## config.mk

```make
export PLATFORM = sky130hd
export DESIGN_NAME = cix_seq
export DESIGN_NICKNAME = d
export VERILOG_FILES = /design/src/rtl/cix_seq.sv
export SDC_FILE = /design/constraint.sdc
export NUM_CORES = 1
export LEC_CHECK = 0
export CAP_MARGIN = 20
export CORE_AREA = 3 3 74 128
export DETAILED_ROUTE_END_ITERATION = 8
export DIE_AREA = 0 0 77 131
export PLACE_DENSITY = 0.69
export SYNTH_ARGS = -nofsm -noshare
export SYNTH_HDL_FRONTEND = slang
export SYNTH_SLANG_ARGS = --single-unit
```

## constraint.sdc

```tcl
create_clock -name clock -period 6.3 [get_ports clock]
set_clock_uncertainty 0.2 [all_clocks]
set_input_delay 0.63 -clock clock [delete_from_list [all_inputs] [get_ports clock]]
set_output_delay 0.63 -clock clock [all_outputs]
set_load 0.05 [all_outputs]
```

## src/rtl/cix_seq.sv

```systemverilog
// cix_seq: multi-cycle bit-count sequencer (clz/ctz/clo/cto/popcount/zerocount), one chunk per cycle
// Ports:
//   clock, reset          rising-edge clock, asynchronous active-high reset
//   in_valid/in_ready     operand handshake; clz, ctz, inv, in sampled at accept
//   out_valid/out_ready   result handshake; out = count, zero = operand (after inv) was all zeros
module cix_seq #(
    parameter int ORDER     = 3,
    parameter int LOG_COUNT = 2
) (
    input  logic                                    clock,
    input  logic                                    reset,
    input  logic                                    in_valid,
    output logic                                    in_ready,
    input  logic                                    clz,
    input  logic                                    ctz,
    input  logic                                    inv,
    input  logic [(2**(ORDER+LOG_COUNT))-1:0]       in,
    output logic                                    out_valid,
    input  logic                                    out_ready,
    output logic [ORDER+LOG_COUNT:0]                out,
    output logic                                    zero
);
    localparam int C  = 2**ORDER;
    localparam int CW = ORDER + 1;
    localparam int AW = ORDER + LOG_COUNT + 1;
    typedef enum logic [1:0] {IDLE, RUN, DONE} state_t;
    state_t state, state_n;
    logic op_clz, op_ctz;
    logic [(2**(ORDER+LOG_COUNT))-1:0] data;
    logic [LOG_COUNT-1:0] idx, sel;
    logic [AW-1:0] acc;
    logic all_zero, null_op, chunk_zero, last;
    logic [C-1:0] chunk;
    logic [CW-1:0] lz, tz, nz, cnt;
    assign null_op = ~op_clz & ~op_ctz;
    // ~idx equals N-1-idx for a power-of-two chunk count
    assign sel = (op_clz & ~op_ctz) ? ~idx : idx;
    assign chunk = data[int'(sel)*C +: C];
    // a null op finishes after one cycle, so its zero flag covers the whole word at once
    assign chunk_zero = null_op ? (data == '0) : (chunk == '0);
    assign last = (&idx) | ((op_clz ^ op_ctz) & ~chunk_zero) | null_op;
    always_comb begin
        lz = CW'(C);
        tz = CW'(C);
        nz = '0;
        for (int i = 0; i < C; i++) begin
            if (chunk[i]) lz = CW'(C - 1 - i);
            if (!chunk[i]) nz = nz + CW'(1);
        end
        for (int i = C - 1; i >= 0; i--)
            if (chunk[i]) tz = CW'(i);
        cnt = (op_clz & op_ctz) ? nz : op_clz ? lz : op_ctz ? tz : '0;
    end
    always_comb begin
        in_ready  = state == IDLE;
        out_valid = state == DONE;
        state_n   = state == IDLE ? (in_valid ? RUN : IDLE) :
                    state == RUN  ? (last ? DONE : RUN) :
                                    (out_ready ? IDLE : DONE);
        out       = out_valid ? acc : '0;
        zero      = out_valid & all_zero;
    end
    always_ff @(posedge clock or posedge reset)
        if (reset) state <= IDLE;
        else state <= state_n;
    always_ff @(posedge clock or posedge reset) begin
        if (reset) begin
            op_clz   <= 1'b0;
            op_ctz   <= 1'b0;
            data     <= '0;
            idx      <= '0;
            acc      <= '0;
            all_zero <= 1'b0;
        end else if (in_valid & in_ready) begin
            op_clz   <= clz;
            op_ctz   <= ctz;
            data     <= inv ? ~in : in;
            idx      <= '0;
            acc      <= '0;
            all_zero <= 1'b1;
        end else if (state == RUN) begin
            acc      <= acc + {{LOG_COUNT{1'b0}}, cnt};
            all_zero <= all_zero & chunk_zero;
            idx      <= idx + 1'b1;
        end
    end
endmodule

```

# Word level (Yosys, flattened, before mapping)
# Cells that the tools add are included.
[totals] in_bits=39 out_inout_bits=9 reg_bits=45 elab_cells=81
[op_classes] n_addsub=9 bitwise=15 n_reduce_logical=5 eq_ne=2 mux=42 shifts=1
[ops] operator="4-bit 2-to-1 mux" n=26
[ops] operator="32-bit logical NOT" n=1
[ops] operator="32-bit 2-to-1 mux" n=1
[ops] operator="32-bit NOT" n=1
[ops] operator="32-bit by 6-bit variable part select with 8-bit output" n=1
[ops] operator="4-bit by 1-bit adder with 4-bit output (second input constant)" n=7
[ops] operator="6-bit 2-to-1 mux" n=3
[ops] operator="2-bit 2-to-1 mux" n=7
[ops] operator="8-bit logical NOT" n=1
[ops] operator="1-bit AND" n=7
[ops] operator="6-bit by 4-bit adder with 6-bit output" n=1
[ops] operator="1-bit 2-to-1 mux" n=5
[ops] operator="1-bit NOT" n=3
[ops] operator="2-bit by 1-bit adder with 2-bit output (second input constant)" n=1
[ops] operator="2-bit by 1-bit equality test with 1-bit output (second input constant)" n=1
[ops] operator="2-bit equality test (second input constant)" n=1
[ops] operator="2-bit logical NOT" n=1
[ops] operator="2-bit NOT" n=1
[ops] operator="1-bit OR" n=2
[ops] operator="2-bit AND reduction" n=1
[ops] operator="2-bit nonzero test" n=1
[ops] operator="1-bit XOR" n=1

# Logic depth before layout (Yosys ltp)
[depth] depth_word=23 mapped_depth=31 ltp_nobuf=30

# Worst setup path after synthesis
# Ideal clock, no wire load.
[synth_timing] kind="register to register" start="reg op_ctz" end="reg acc[5]" path_stages_with_launch=32 required_ns=6.017 path_slack_ns=0.160 setup_ns=0.083 path_buffers=1 arrival_time_ns=5.857 synth_period_minus_slack_ns=6.140 path_cell_list="dfrtp_1 -> inv_1 -> ha_1 -> buf_6 -> nand2b_1 -> o21ai_0 -> a221oi_1 -> inv_2 -> ha_1 -> xnor2_2 -> ha_1 -> nand2b_1 -> a21oi_1 -> a31oi_1 -> xnor2_1 -> mux2_2 -> ha_1 -> xor2_1 -> or3_1 -> o221a_2 -> and2_1 -> ha_1 -> nand2b_1 -> xnor2_1 -> xnor2_1 -> a21oi_1 -> ha_1 -> a21oi_1 -> nor2b_1 -> o211ai_1 -> nand3_1 -> o21ai_0"
[synth_between] elab_chain_cells=23 elab_cells_between_ends=42 classes_between="add/sub (8); shift (1); mux (30); bitwise (3)"
[synth_rtl] element="from (decl)" line_no="28" source="logic op_clz, op_ctz;"
[synth_rtl] element="from (signal assigned)" line_no="76" source="op_ctz <= ctz;"
[synth_rtl] element="1-bit NOT" line_no="37" source="assign sel = (op_clz & ~op_ctz) ? ~idx : idx;"
[synth_rtl] element="1-bit AND" line_no="37"
[synth_rtl] element="2-bit 2-to-1 mux" line_no="37"
[synth_rtl] element="32-bit by 6-bit variable part select with 8-bit output" line_no="38" source="assign chunk = data[int'(sel)*C +: C];"
[synth_rtl] element="1-bit 2-to-1 mux" line_no="48" source="if (!chunk[i]) nz = nz + CW'(1);"
[synth_rtl] element="4-bit by 1-bit adder with 4-bit output" line_no="48"
[synth_rtl] element="4-bit 2-to-1 mux" line_no="48"
[synth_rtl] element="4-bit by 1-bit adder with 4-bit output" line_no="48"
[synth_rtl] element="[7 not listed]"
[synth_rtl] element="4-bit by 1-bit adder with 4-bit output" line_no="48"
[synth_rtl] element="4-bit 2-to-1 mux" line_no="48"
[synth_rtl] element="4-bit by 1-bit adder with 4-bit output" line_no="48"
[synth_rtl] element="4-bit 2-to-1 mux" line_no="48"
[synth_rtl] element="4-bit 2-to-1 mux *" line_no="52" source="cnt = (op_clz & op_ctz) ? nz : op_clz ? lz : op_ctz ? tz : '0;"
[synth_rtl] element="6-bit by 4-bit adder with 6-bit output *" line_no="82" source="acc <= acc + {{LOG_COUNT{1'b0}}, cnt};"
[synth_rtl] element="6-bit 2-to-1 mux *" line_no="81" source="end else if (state == RUN) begin"
[synth_rtl] element="6-bit 2-to-1 mux *" line_no="74" source="end else if (in_valid & in_ready) begin"
[synth_rtl] element="to (signal assigned)" line_no="82"
[synth_rtl] element="to (decl)" line_no="31" source="logic [AW-1:0] acc;"
# Every way passes the cells marked *; elsewhere a longest branch is shown, timed or not. The select of a mux whose other input is x is not followed.
# A chain may end at the register's enable or synchronous reset.

# Worst setup path in the final report
[layout_timing] start="reg idx[1]" end="reg acc[4]"
[layout_between] elab_chain_cells=22 elab_cells_between_ends=40 classes_between="add/sub (8); shift (1); mux (30); bitwise (1)"
[layout_rtl] element="from (decl)" line_no="30" source="logic [LOG_COUNT-1:0] idx, sel;"
[layout_rtl] element="from (signal assigned)" line_no="84" source="idx <= idx + 1'b1;"
[layout_rtl] element="2-bit NOT" line_no="37"
[layout_rtl] element="2-bit 2-to-1 mux *" line_no="37"
[layout_rtl] element="32-bit by 6-bit variable part select with 8-bit output *" line_no="38"
[layout_rtl] element="1-bit 2-to-1 mux" line_no="48"
[layout_rtl] element="4-bit by 1-bit adder with 4-bit output" line_no="48"
[layout_rtl] element="4-bit 2-to-1 mux" line_no="48"
[layout_rtl] element="4-bit by 1-bit adder with 4-bit output" line_no="48"
[layout_rtl] element="4-bit 2-to-1 mux" line_no="48"
[layout_rtl] element="[6 not listed]"
[layout_rtl] element="4-bit by 1-bit adder with 4-bit output" line_no="48"
[layout_rtl] element="4-bit 2-to-1 mux" line_no="48"
[layout_rtl] element="4-bit by 1-bit adder with 4-bit output" line_no="48"
[layout_rtl] element="4-bit 2-to-1 mux" line_no="48"
[layout_rtl] element="4-bit 2-to-1 mux *" line_no="52"
[layout_rtl] element="6-bit by 4-bit adder with 6-bit output *" line_no="82"
[layout_rtl] element="6-bit 2-to-1 mux *" line_no="81"
[layout_rtl] element="6-bit 2-to-1 mux *" line_no="74"
# Marked as above.

==> impl_results.md <==
* Clk Latency, worst-skew pair at 0.29 ns
* Number of diodes added for antenna fixing at 0
* Die Height at 131 um
* Total clock buffers created by CTS at 5
* Number of design rule violations left after detail routing at 0
* First-pass GRT wire length at between 10 and 15 mm
* RSZ-0062 raised after global routing: false
* Clock edge transition at the registers on the reported setup and hold paths at 0.07 ns
* Number of I/O port buffers at 47
* Number of inserted filler cells in the final layout at between 800 and 900
* Final Cycle Share at a little over nine tenths
* Number of sinks driven by the clock tree at 45
* Layout cell share with drive strength beyond 1 at 11.03%
* Post-synthesis sequential area ratio at 33.38%
* Final antenna-violating net count at 0
* Post-synthesis cell count at between 300 and 400
* Via/cell ratio at 5.193
* Vias in the first global route at around 2,700
* Category of the worst setup path launch point: register
* Placeable core region at around 0.0086 sq mm
* Classification of the worst-slack hold path: register to register
* Initial cell density of the core at 39.16%
* Bufs on Longest Clock Path at 2
* Post-route core utilization at between 40% and 50%
* Setup repair bufs after CTS at 0
* Antenna violations before repair at 0
* Flop and latch count out of synthesis at 45
* Pre-Repair DR Iteration Count at 4
* Area of the die at 0.01009 sq mm
* Worst path arrival time at just under 6 ns
* Max-capacitance violation count at 0
* Largest net degree at the start of global routing at 75
* Count of endpoints failing hold in the final timing report at 0
* Total number of H-tree levels at 2
* Nature of the critical path endpoint: register
* Least-Margin Pin Slew at between 0.8 and 0.9 ns
* Area growth from synthesis to final layout at 24.30%
* Synthesized area at approximately 0.0034 sq mm
* Dominant synthesized flop cell: sky130_fd_sc_hd__dfrtp_1
* Clock tree from TritonCTS: done
* Total congestion overflow after global routing at 0
* Largest fanout of any net on the critical path at 9
* Combined area of the multi-input logic cells at roughly 0.0021 sq mm
* Area of all sequential standard cells at roughly 0.0011 sq mm
* Outcome: finished, final reports clean
* Final-layout setup total negative slack at 0 ns
* Cts hold-fix bufs at 0
* Syn_nets at ~430
* Post-synthesis cell type count at 53
* DRC marker count from the first detailed-route iteration at between 100 and 150
* Post-cts gate resize count at 0
* Cell seen most often among critical-path stages: sky130_fd_sc_hd__and2_1
* Average wire per standard cell at approximately 14 um
* Count of pins on the block boundary at 48
* Critical-path cell with the highest stage delay: sky130_fd_sc_hd__dfrtp_1
* Crit path time final at just under 6 ns
* GRT Util Overall at 15.61%
* Vias after detailed routing at between 2,000 and 3,000
* Total count of max-transition violations in the final report at 0
* Number of synthesis warnings at 0
* Largest delay contributor family on the critical path: compound AO/OA/AOI/OAI gates
* Required time of the critical path at ~6.3 ns
* Total routed wirelength at approximately 7.6 mm
* Horizontal extent of the die at 77 um
* Setup violation total in the final timing report at 0
* Root buffer cell: sky130_fd_sc_hd__clkbuf_16
* Worst path buffer plus inverter count at 3
* Post-DP HPWL at about 6.1 mm
* Class of the most critical setup path: register to register
* Max-slew headroom at the worst pin at approximately 44%
* Highest attainable clock frequency at 0.1690 GHz
* Final Wtd Congestion at ~0.9
* Rows at 45
* Async set-or-reset flop fraction in the synthesized netlist at 100.0%
* Maximum single-stage delay on the critical path at between 0.6 and 0.7 ns
* Synthesized area per cell at 8.900 sq um
* Final layout net count at approximately 480
* Post-synth EDFFs at 0
==> sequential cells by signal, indices dropped and copies added (netlist names) <==
| name | cells |
|---|---|
| state | 2 |
| op_ctz | 1 |
| all_zero | 1 |
| op_clz | 1 |
| idx | 2 |
| data | 32 |
| acc | 6 |
==> layout by cell type, fill, tap and decap left out, drive strengths merged, types with 2 or more instances in the layout <==
| cell | synthesis | layout |
|---|---|---|
| nand2 | 53 | 53 |
| o21ai | 50 | 50 |
| clkdlybuf4s50 | 0 | 46 |
| dfrtp | 45 | 45 |
| xnor2 | 42 | 42 |
| inv | 16 | 16 |
| ha | 13 | 13 |
| buf | 6 | 13 |
| nor2 | 12 | 12 |
| and2 | 12 | 12 |
| a21oi | 11 | 11 |
| nand3 | 10 | 10 |
| nor4 | 10 | 10 |
| nand2b | 8 | 8 |
| mux2i | 8 | 8 |
| xor2 | 8 | 8 |
| clkbuf | 14 | 6 |
| mux4 | 5 | 5 |
| nor3 | 5 | 5 |
| a311oi | 5 | 5 |
| or3 | 4 | 4 |
| a31oi | 4 | 4 |
| a21o | 4 | 4 |
| nor2b | 4 | 4 |
| a221oi | 4 | 4 |
| o22ai | 3 | 3 |
| o211ai | 3 | 3 |
| mux2 | 2 | 2 |
| nand4 | 2 | 2 |
| a211o | 2 | 2 |
| a32oi | 2 | 2 |
==> area by class of cell <==
cell class	count	area share, %
inverter	17	1.522
tap	117	3.491
sequential	45	26.92
timing repair buffer	59	13.55
clock buffer	6	3.312
multi-input combinational	297	50.31
clock inverter	2	0.8953
==> worst paths after layout <==
kind / from / to / slack [ns] / cells past startpoint
min reg2reg: all_zero$_DFFE_PP0P_ / all_zero$_DFFE_PP0P_ / 0.28 / 2
min in group asynchronous: reset / data[11]$_DFFE_PP0P_ / 0.59 / 3
min: all_zero$_DFFE_PP0P_ / all_zero$_DFFE_PP0P_ / 0.28 / 2
max in group asynchronous: reset / idx[0]$_DFFE_PP0P_ / 4.90 / 3
max reg2reg: idx[1]$_DFFE_PP0P_ / acc[4]$_DFFE_PP0P_ / 0.38 / 25
max: idx[1]$_DFFE_PP0P_ / acc[4]$_DFFE_PP0P_ / 0.38 / 25
==> synth_stat cells, drive strengths merged, types with 2 or more instances <==
library cell,number,area [sq um]
a311oi,5,43.79
clkbuf,14,52.55
nand3,10,50.05
mux2i,8,83.83
dfrtp,45,1126
a21o,4,30.03
nor3,5,25.02
nor4,10,68.81
xnor2,42,394.1
nand2,53,198.9
a211o,2,17.52
ha,13,162.7
mux4,5,112.6
o211ai,3,22.52
a221oi,4,41.29
o22ai,3,18.77
o21ai,50,250.2
a32oi,2,25.03
nor2b,4,25.02
nand4,2,12.51
or3,4,25.02
buf,6,42.54
a31oi,4,25.02
and2,12,75.07
mux2,2,22.52
nand2b,8,50.05
a21oi,11,55.05
xor2,8,88.84
inv,16,60.05
nor2,12,45.04
==> metrics by stage <==
step                      instance area (sq um)  std cells  setup WS, ns  hold slack, ns
after floorplan                            3373        379        0.1604          0.2383
after global placement                     3975        534        0.2718          0.2549
after detailed placement                   3975        534        0.1261          0.2717
after CTS                                  4151        542       0.09975          0.2882
after global routing                       4193        543       0.06841          0.3198
final                                      4193        543        0.3839          0.2771
==> routing by layer <==
metal	part of all wire, %	up-vias	track usage [%]
met2	58	56	31.50
met4	2.6	0	7.128
met3	2.5	13	1.920
met5	0	-	0
met1	37	1332	15.72
li1	-	1419	-
==> cells by family after synthesis <==
family          synth area share, %
flops                         33.38
fa+ha+maj                     5.712
compound gates                17.03
mux                           6.491
buf+inv                       4.710
simple gates                  17.69
xor+xnor                      14.99
==> worst register-to-register path, delay by kind of cell (launching register included) <==
kind                       cells  cell delay, ns
xor gates and xnor gates       1            0.16
DFF                            1            0.61
adders and majority gates      4            1.37
muxes                          1            0.27
AOI/OAI and AO/OA              9            1.76
and+or+nand+nor                7            1.16
buffers and inverters          3            0.25
Power is not shown: default switching activity piles up to over one toggle a cycle in this logic, so the estimate is an artifact.
